$ cat config.mk
export PLATFORM = sky130hd
export DESIGN_NAME = controle_pontuacao
export DESIGN_NICKNAME = d
export VERILOG_FILES = /design/src/rtl/pontuacao_pkg.sv /design/src/rtl/divisor_sequencial.sv /design/src/rtl/controle_pontuacao.sv
export SDC_FILE = /design/constraint.sdc
export NUM_CORES = 1
export LEC_CHECK = 0
export ABC_AREA = 1
export CAP_MARGIN = 20
export CORE_MARGIN = 8
export CORE_UTILIZATION = 25
export CTS_BUF_LIST = sky130_fd_sc_hd__clkbuf_4 sky130_fd_sc_hd__clkbuf_8
export CTS_CLUSTER_DIAMETER = 30
export DETAILED_ROUTE_END_ITERATION = 10
export MAX_ROUTING_LAYER = met4
export PLACE_DENSITY = 0.51
export SLEW_MARGIN = 0
export SYNTH_ARGS = -nofsm -noshare
export SYNTH_HDL_FRONTEND = slang
export SYNTH_HIERARCHICAL = 1
export SYNTH_SLANG_ARGS = --single-unit
export TNS_END_PERCENT = 5
$ cat constraint.sdc
create_clock -name clock -period 3.35 [get_ports clock]
set_input_delay 0.335 -clock clock [delete_from_list [all_inputs] [get_ports clock]]
set_output_delay 0.335 -clock clock [all_outputs]
set_load 0.01 [all_outputs]
$ cat src/rtl/pontuacao_pkg.sv
// Shared definitions for the scoring datapath (controle_pontuacao and
// divisor_sequencial).
//   estado_t      : controller states, also exported on the debug port
//   MAX_SCORE     : score saturation ceiling
//   PENALTY_UNIT  : points subtracted per error in a round
//   ROUNDS_LOW/HIGH : rounds per game for nivel 0 / nivel 1
//   DIV_CYCLES    : divider latency, one quotient bit per cycle
//   *_W           : widths of score, round counter, error counter, divider
//   soma_rodadas  : N*(N+1)/2, the gain divisor for an N-round game
package pontuacao_pkg;

  typedef enum logic [2:0] {
    OCIOSO     = 3'd0,
    JOGANDO    = 3'd1,
    DIVIDINDO  = 3'd2,
    ACUMULANDO = 3'd3,
    FIM        = 3'd4
  } estado_t;

  localparam int MAX_SCORE    = 100;
  localparam int PENALTY_UNIT = 2;
  localparam int ROUNDS_LOW   = 8;
  localparam int ROUNDS_HIGH  = 16;
  localparam int DIV_CYCLES   = 11;

  localparam int SCORE_W = 7;
  localparam int ROUND_W = 5;
  localparam int ERR_W   = 4;
  localparam int NUM_W   = 11;
  localparam int DIV_W   = 8;
  localparam int QUO_W   = 8;

  // Sum 1+2+...+n; 36 for 8 rounds, 136 for 16 rounds.
  function automatic logic [DIV_W-1:0] soma_rodadas(input int n);
    return DIV_W'((n * (n + 1)) / 2);
  endfunction

endpackage

$ cat src/rtl/divisor_sequencial.sv
// Restoring unsigned divider, one quotient bit per clock.
// Ports:
//   clock, reset   : rising-edge clock, synchronous active-low reset
//   start          : load numerador/divisor and begin (restarts any division
//                    already in flight)
//   numerador[10:0]: dividend
//   divisor[7:0]   : divisor, must be non-zero
//   done           : one-cycle pulse, exactly DIV_CYCLES cycles after start
//   quociente[7:0] : quotient, valid from done until the next start
// Handshake: start is a single-cycle request sampled at a rising edge; done
// rises DIV_CYCLES edges later for one cycle; there is no back-pressure.
import pontuacao_pkg::*;

module divisor_sequencial (
  input  logic             clock,
  input  logic             reset,
  input  logic             start,
  input  logic [NUM_W-1:0] numerador,
  input  logic [DIV_W-1:0] divisor,
  output logic             done,
  output logic [QUO_W-1:0] quociente
);

  logic [DIV_W-1:0] resto_q;
  logic [NUM_W-1:0] quo_q;
  logic [DIV_W-1:0] dvs_q;
  logic [3:0]       cnt_q;
  logic             busy_q;

  logic [DIV_W-1:0] trial_lo;
  logic             ge;
  logic [DIV_W-1:0] diff;

  // The shifted partial remainder is 9 bits: {resto_q, next numerator bit}.
  // Its top bit is resto_q[7]; if set the trial is >= 256 > divisor, so the
  // subtraction always happens and the 8-bit wrap-around result is exact
  // (the true remainder is always below the divisor).
  always_comb begin
    trial_lo = {resto_q[DIV_W-2:0], quo_q[NUM_W-1]};
    ge       = resto_q[DIV_W-1] | (trial_lo >= dvs_q);
    diff     = trial_lo - dvs_q;
  end

  always_ff @(posedge clock) begin
    if (!reset) begin
      resto_q <= '0;
      quo_q   <= '0;
      dvs_q   <= '0;
      cnt_q   <= '0;
      busy_q  <= 1'b0;
      done    <= 1'b0;
    end else begin
      done <= 1'b0;
      if (start) begin
        resto_q <= '0;
        quo_q   <= numerador;
        dvs_q   <= divisor;
        cnt_q   <= 4'(DIV_CYCLES);
        busy_q  <= 1'b1;
      end else if (busy_q) begin
        resto_q <= ge ? diff : trial_lo;
        quo_q   <= {quo_q[NUM_W-2:0], ge};
        cnt_q   <= cnt_q - 4'd1;
        if (cnt_q == 4'd1) begin
          busy_q <= 1'b0;
          done   <= 1'b1;
        end
      end
    end
  end

  assign quociente = quo_q[QUO_W-1:0];

endmodule

$ cat src/rtl/controle_pontuacao.sv
// Scoring sequencer between the game FSM and the score display.
// Tracks completed rounds and per-round errors; at each round end divides
// (rodada+1)*100 by N*(N+1)/2 to get the round base, subtracts the error
// penalty, accumulates into pontos with saturation at MAX_SCORE, and flags
// the last round (fim_jogo) and a clean last round (perfeito).
// Ports:
//   clock, reset   : rising-edge clock, synchronous active-low reset
//   iniciar        : pulse, start a new game (any state), latches nivel
//   nivel          : 0 = 8 rounds, 1 = 16 rounds
//   erro           : pulse, one error in the current round
//   fim_rodada     : pulse, current round finished
//   pontos[6:0]    : accumulated score 0..100
//   rodada[4:0]    : completed rounds
//   erros[3:0]     : errors in the current round, saturating at 15
//   ocupado        : scoring in progress
//   pontos_validos : one-cycle pulse when pontos is updated
//   fim_jogo       : level, last round scored
//   perfeito       : level, last round scored with zero errors
//   estado         : debug view of the controller state
// Build option: define PONTUACAO_BONUS_PERFEITO_EN to force pontos to
// MAX_SCORE when the last round commits with no errors.
// Timing: fim_rodada sampled at edge E0 starts the divider at that same edge;
// the quotient is ready after E11, ACUMULANDO runs E12..E13 and the commit
// lands on E13. ocupado covers E1..E13 (12 cycles).
import pontuacao_pkg::*;

module controle_pontuacao (
  input  logic               clock,
  input  logic               reset,
  input  logic               iniciar,
  input  logic               nivel,
  input  logic               erro,
  input  logic               fim_rodada,
  output logic [SCORE_W-1:0] pontos,
  output logic [ROUND_W-1:0] rodada,
  output logic [ERR_W-1:0]   erros,
  output logic               ocupado,
  output logic               pontos_validos,
  output logic               fim_jogo,
  output logic               perfeito,
  output estado_t            estado
);

  localparam logic [SCORE_W:0]   MAX_SUM    = (SCORE_W+1)'(MAX_SCORE);
  localparam logic [SCORE_W-1:0] MAX_PONTOS = SCORE_W'(MAX_SCORE);

  estado_t state_q, state_d;

  logic               nivel_q;
  logic [ERR_W-1:0]   err_lat;
  logic [ERR_W-1:0]   erros_inc;
  logic               conta_erro;

  logic               div_start;
  logic               div_done;
  logic [NUM_W-1:0]   numerador;
  logic [DIV_W-1:0]   divisor;
  logic [QUO_W-1:0]   base;

  logic [ROUND_W-1:0] n_rodadas;
  logic               ultima;
  logic [7:0]         penalty;
  logic [7:0]         gain;
  logic [SCORE_W+1:0] soma;
  logic [SCORE_W-1:0] pontos_novo;

  // ---------------------------------------------------------------- FSM
  always_ff @(posedge clock) begin
    if (!reset) state_q <= OCIOSO;
    else        state_q <= state_d;
  end

  always_comb begin
    state_d   = state_q;
    div_start = 1'b0;
    if (iniciar) begin
      state_d = JOGANDO;
    end else begin
      unique case (state_q)
        OCIOSO:     state_d = OCIOSO;
        JOGANDO: begin
          if (fim_rodada) begin
            state_d   = DIVIDINDO;
            div_start = 1'b1;
          end
        end
        DIVIDINDO:  if (div_done) state_d = ACUMULANDO;
        ACUMULANDO: state_d = ultima ? FIM : JOGANDO;
        FIM:        state_d = FIM;
        default:    state_d = OCIOSO;
      endcase
    end
  end

  assign estado = state_q;

  // ------------------------------------------------------- arithmetic
  always_comb begin
    erros_inc = (erros == {ERR_W{1'b1}}) ? erros : erros + 1'b1;
    // Errors keep counting while a round is being scored; they belong to
    // the next round. FIM and OCIOSO ignore them.
    conta_erro = erro && ((state_q == JOGANDO) || (state_q == DIVIDINDO) ||
                          (state_q == ACUMULANDO));

    n_rodadas = nivel_q ? ROUND_W'(ROUNDS_HIGH) : ROUND_W'(ROUNDS_LOW);
    divisor   = nivel_q ? soma_rodadas(ROUNDS_HIGH) : soma_rodadas(ROUNDS_LOW);
    numerador = (NUM_W'(rodada) + 11'd1) * 11'd100;
    ultima    = (rodada + 1'b1) == n_rodadas;

    penalty = 8'(err_lat) * 8'(PENALTY_UNIT);
    gain    = (base > penalty) ? (base - penalty) : 8'd0;
    soma    = (SCORE_W+2)'(pontos) + (SCORE_W+2)'(gain);
    pontos_novo = (soma > (SCORE_W+2)'(MAX_SUM)) ? MAX_PONTOS : soma[SCORE_W-1:0];
`ifdef PONTUACAO_BONUS_PERFEITO_EN
    if (ultima && (err_lat == '0)) pontos_novo = MAX_PONTOS;
`else
    pontos_novo = pontos_novo;
`endif
  end

  divisor_sequencial u_div (
    .clock     (clock),
    .reset     (reset),
    .start     (div_start),
    .numerador (numerador),
    .divisor   (divisor),
    .done      (div_done),
    .quociente (base)
  );

  // -------------------------------------------------------- datapath
  always_ff @(posedge clock) begin
    if (!reset) begin
      pontos         <= '0;
      rodada         <= '0;
      erros          <= '0;
      err_lat        <= '0;
      nivel_q        <= 1'b0;
      ocupado        <= 1'b0;
      pontos_validos <= 1'b0;
      fim_jogo       <= 1'b0;
      perfeito       <= 1'b0;
    end else if (iniciar) begin
      pontos         <= '0;
      rodada         <= '0;
      erros          <= '0;
      err_lat        <= '0;
      nivel_q        <= nivel;
      ocupado        <= 1'b0;
      pontos_validos <= 1'b0;
      fim_jogo       <= 1'b0;
      perfeito       <= 1'b0;
    end else begin
      pontos_validos <= 1'b0;

      // An erro in the same cycle as fim_rodada belongs to the ending round.
      if (state_q == JOGANDO && fim_rodada) begin
        err_lat <= erro ? erros_inc : erros;
        erros   <= '0;
      end else if (conta_erro) begin
        erros <= erros_inc;
      end

      if (state_q == DIVIDINDO) ocupado <= 1'b1;

      if (state_q == ACUMULANDO) begin
        pontos         <= pontos_novo;
        rodada         <= rodada + 1'b1;
        pontos_validos <= 1'b1;
        ocupado        <= 1'b0;
        if (ultima) begin
          fim_jogo <= 1'b1;
          perfeito <= (err_lat == '0);
        end
      end
    end
  end

endmodule

# Yosys cells after proc, flatten, opt, wreduce, memory -nomap -nowiden
# Index checks and enable logic that the tools add are counted.
# word_totals
in_bits	6
output_inout_bits	23
register_bits	61
elab_cells	82
# classes
mul	1
muxes	24
bitwise_logic	3
n_reduce_logical	14
n_addsub	7
magnitude_cmp	3
n_eq_ne	11
# ops
cell	n
2-to-1 mux 8 bit	3
2-to-1 mux 11 bit	2
2-to-1 mux 4 bit	4
case mux 3 bit (4 select lines)	1
adder 7 x 8 -> 9 bit	1
greater-than comparator 9 x 7 -> 1 bit (second input constant)	1
multiplier 6 x 5 -> 9 bit (second input constant)	1
2-to-1 mux 1 bit	9
2-to-1 mux 3 bit	3
OR reduction 3 bit	3
>= comparator 8 bit	1
greater-than comparator 8 x 5 -> 1 bit	1
subtractor 8 x 5 -> 8 bit	1
subtractor 8 bit	1
2-to-1 mux 7 bit	1
adder 5 x 1 -> 6 bit (second input constant)	1
== test 3 x 2 -> 1 bit (second input constant)	2
AND reduction 2 bit	3
adder 5 x 1 -> 5 bit (second input constant)	1
== test 5 bit	1
2-to-1 mux 5 bit	1
adder 4 x 1 -> 4 bit (second input constant)	1
== test 4 x 1 -> 1 bit (second input constant)	1
== test 4 bit (second input constant)	1
14 further kinds	18

# Longest topological paths before layout
# logic_depth
depth_word	5
mapped_depth	24
ltp_nobuf	23

# By module
# Netlist, hierarchy kept.
# by_module_without_submodules
mod	area_per_inst_um2	cells_each	seq_area_each_um2	n_inst
controle_pontuacao	2237.1	316	560.5	1
divisor_sequencial	1946.9	275	660.6	1

# Worst setup path after synthesis
# Ideal clock, no wire load.
# synth_timing
kind	register to register
from	register rodada[0]
to	register u_div.quo_q[10]
setup_ps	115
path_stages_with_launch	17
required_ps	3235
period_less_slack_ps	3182
t_arrival_ps	3066
slack_ps	168
path_buffers	0
cell_sequence	dfxtp_1 inv_1 ha_1 inv_1 ha_1 ha_1 ha_1 fa_1 nand2_1 nand2_1 a21oi_1 xor2_1 xnor2_1 nand2_1 o21ai_0 o21ai_0 inv_1
# synth_via
elab_chain_len	3
# synth_lines
element	line_no	rtl
start: declaration	controle_pontuacao.sv:35	output logic [ROUND_W-1:0] rodada,
start signal: assignment	controle_pontuacao.sv:168	rodada <= rodada + 1'b1;
adder 5 x 1 -> 6 bit	controle_pontuacao.sv:107	numerador = (NUM_W'(rodada) + 11'd1) * 11'd100;
multiplier 6 x 5 -> 9 bit	controle_pontuacao.sv:107	
via numerador[10]	controle_pontuacao.sv:56	logic [NUM_W-1:0] numerador;
2-to-1 mux 11 bit	divisor_sequencial.sv:54	if (start) begin
end signal: assignment	divisor_sequencial.sv:56	quo_q <= numerador;
end signal: assignment	divisor_sequencial.sv:62	quo_q <= {quo_q[NUM_W-2:0], ge};
end: declaration	divisor_sequencial.sv:25	logic [NUM_W-1:0] quo_q;
# The timed path passes the listed nets, and every way through them passes these cells.
# A chain may end at the register's enable or synchronous reset.

# Worst setup path in the final report
# Ends and elaborated chain as after synthesis.

==> results_dict.tcl <==
set metrics [dict create \
    area_of_combinational_cells_with_multiple_inputs_um2 2490 \
    y_dimension_of_the_die_um 145 \
    maxClockFrequency_mhz 323 \
    port_buffers 28 \
    period_utilization_post_route_pct 92.5 \
    syn_area_per_cell_um2 7.08 \
    cts_buffers 9 \
    synth.cells.most_frequent "129 x sky130_fd_sc_hd__nand2_1, 101 x sky130_fd_sc_hd__inv_1, 61 x sky130_fd_sc_hd__dfxtp_1" \
    yosysTopAreaCell "sky130_fd_sc_hd__dfxtp_1" \
    critical_path_required_ns 3.61 \
    placed_area_um2 4700 \
    finalHoldViolations 0 \
    final_nets 673 \
    static-leakage-power_uw 0.00229 \
    final.setup_skew_ns 0.0121 \
    postLayoutCellArea_um2 4960 \
    clkLatencyLatePin_ns 0.36 \
    cts.hold.buffers_added 0 \
    timing.setup.tns_ns 0 \
    yosys.cell_count.top_type "sky130_fd_sc_hd__nand2_1" \
    core_region_um2 16500 \
    remaining_drc_errors 0 \
    die_w_um 145 \
    synthTopCellsByArea "sky130_fd_sc_hd__dfxtp_1 29%, sky130_fd_sc_hd__ha_1 12%, sky130_fd_sc_hd__nand2_1 12%" \
    timing.critical_path.from_type "flop" \
    gr-total-overflow 0 \
    start_util_pct 25.4 \
    pin_count 29 \
    layout_min_cycle_time_ns 3.10 \
    postSynthCellCount 591 \
    max_cap_violations 0 \
    syn_area_um2 4180 \
    post_route_cells_drive_above_1_share_pct 10.0 \
    cts.reportedPaths.clkPinSlew_ns 0.07 \
    cp_max_fo 3 \
    cts_setup_buffers 0 \
    cts.sinks 61 \
    synth-main-ff-cell "sky130_fd_sc_hd__dfxtp_1" \
    routedWlPerCell_um 11.6 \
    area.growth.synth_to_final_pct 18.7 \
    vdd.ir_drop.worst_v 0.000214 \
    htree_levels 3 \
    row_count 47 \
    drt.antenna.violating_nets 0 \
    finalWirelength_um 9820 \
    run_status "complete, no violations" \
    power.density_cell_area_nw_per_um2 388 \
    fraction_of_synthesis_flops_using_an_asynchronous_set_or_reset_pin_pct 0 \
    setup_repair_after_global_routing_missed_its_margin "false" \
    grt_pass1_vias 3336 \
    post-dp-hpwl_um 7630 \
    number_of_antenna_violations_at_the_first_check_in_global_routing 0 \
    timing.hold.ws_ns 0.462 \
    synthesis.yosys.warnings 6 \
    drt_pass1_iterations 4 \
    setup_violations 0 \
    num_antenna_cells 0 \
    synth-edff-count 0 \
    synth_cell_types 46 \
    final.fill_count 1833 \
    final-seq-area_um2 1220 \
    cts.root.buffer_cell "sky130_fd_sc_hd__clkbuf_8" \
    vias 3588 \
    cts_tree "done" \
    drt_first_iter_violations 199 \
    die_area_um2 21100 \
    worst-slew-pin-transition_ns 0.789 \
    yosys.area.top_type_share_pct 29.2 \
    drv_slew 0 \
    cts_buffer_depth 2 \
    setup.worst_path.end_class "flop" \
    cp_data_arrival_time_ns 3.36 \
    synth.ff_latch_count 61 \
    grt_max_degree 20 \
    sequential_to_total_area_share_from_yosys_stat_pct 29.2 \
    grtUsageTotal_pct 9.91 \
    max_slew_margin_pct 47.3 \
    rd_place_congestion 0.797 \
    cts_resizes 0 \
    grt_pass1_wl_um 16800 \
    timing.hold.worst.class "reg2reg" \
    avgViaCountPerCell 4.23 \
    p_total_uw 1930 \
    timing_worst_setup_path_type "reg2reg" \
]
## power breakdown
| group | switching [uW] | leakage, uW | internal [uW] |
|---|---|---|---|
| clock network | 331 | 0.000124 | 499 |
| registers | 19.3 | 0.000494 | 745 |
| logic | 210 | 0.00167 | 121 |
## worst paths after layout
path | from | endpoint | slack (ns) | cells past startpoint
max | rodada[0]$_SDFFE_PP0P_ | u_div/quo_q[10]$_SDFFE_PN0P_ | 0.25 | 16
min | u_div/dvs_q[4]$_SDFFE_PN0P_ | u_div/dvs_q[4]$_SDFFE_PN0P_ | 0.46 | 2
max reg2reg | rodada[0]$_SDFFE_PP0P_ | u_div/quo_q[10]$_SDFFE_PN0P_ | 0.25 | 16
min reg2reg | u_div/dvs_q[4]$_SDFFE_PN0P_ | u_div/dvs_q[4]$_SDFFE_PN0P_ | 0.46 | 2
## stage by stage
stage	utilization [%]	worst slack, ns	instances
floorplan	-	0.168	596
global route	30.2	0.0256	849
global placement	28.5	0.181	833
CTS	30.0	0.147	849
detailed placement	28.5	0.152	833
finish	30.2	0.251	849
## critical path: stages (launching register included)
cell and delay (ns):
sky130_fd_sc_hd__dfxtp_1 0.35, sky130_fd_sc_hd__inv_1 0.07, sky130_fd_sc_hd__ha_1 0.33, sky130_fd_sc_hd__inv_1 0.08
sky130_fd_sc_hd__ha_1 0.29, sky130_fd_sc_hd__ha_1 0.35, sky130_fd_sc_hd__ha_4 0.24, sky130_fd_sc_hd__fa_1 0.45
sky130_fd_sc_hd__nand2_1 0.08, sky130_fd_sc_hd__nand2_1 0.04, sky130_fd_sc_hd__a21oi_1 0.15, sky130_fd_sc_hd__xor2_1 0.18
sky130_fd_sc_hd__xnor2_1 0.08, sky130_fd_sc_hd__nand2_1 0.06, sky130_fd_sc_hd__o21ai_0 0.06, sky130_fd_sc_hd__o21ai_0 0.14
sky130_fd_sc_hd__inv_1 0.05
## per-layer routing
layer	global-route usage (%)	up-vias	share of wire, %
met3	2.77	8	4.0
met5	-	-	0
met4	3.28	0	1.1
met1	12.9	1574	53
li1	-	1959	-
met2	14.5	47	42
## state kept, by name (all words and copies together) (netlist names)
signal          count
u_div/done          1
err_lat             4
pontos              7
u_div/dvs_q         8
rodada              5
nivel_q             1
u_div/cnt_q         4
ocupado             1
pontos_validos      1
u_div/quo_q        11
perfeito            1
u_div/resto_q       8
estado              3
fim_jogo            1
erros               4
u_div/busy_q        1
## layout make-up
| type | count | share of cell area (%) |
|---|---|---|
| clock buffers | 9 | 2.49 |
| flip-flops and latches | 61 | 24.6 |
| repair buffers | 34 | 6.55 |
| well taps | 220 | 5.54 |
| multi-input cells | 412 | 50.2 |
| inverters | 106 | 8.11 |
| clock inverters | 7 | 2.44 |
## logic make-up after synthesis
logic type,share of synthesized area (%)
AOI/OAI and AO/OA,14.0
xor gates and xnor gates,3.80
adders and majority gates,13.6
buffers and inverters,12.2
DFF,29.2
muxes,0.239
other,0.0896
and+or+nand+nor,26.9
## layout by cell type (no fill, tap or decap), drive strengths merged
cell and count:
mux2i 1, clkbuf 9, nor3 5, fa 4, a31o 1, nand4 4, a211oi 1, a22o 1
bufinv 3, o21bai 1, o22ai 5, or2 3, a22oi 2, o211ai 6, inv 107, o21a 2
nand3 36, buf 6, a31oi 9, xor2 8, nor2 52, nor3b 1, nand3b 3, a221oi 1
ha 39, nand2 139, a21oi 31, clkinv 3, clkdlybuf4s50 28, dfxtp 61, xnor2 8, conb 6
o21ai 43
Power figures use the tool's default switching activity.
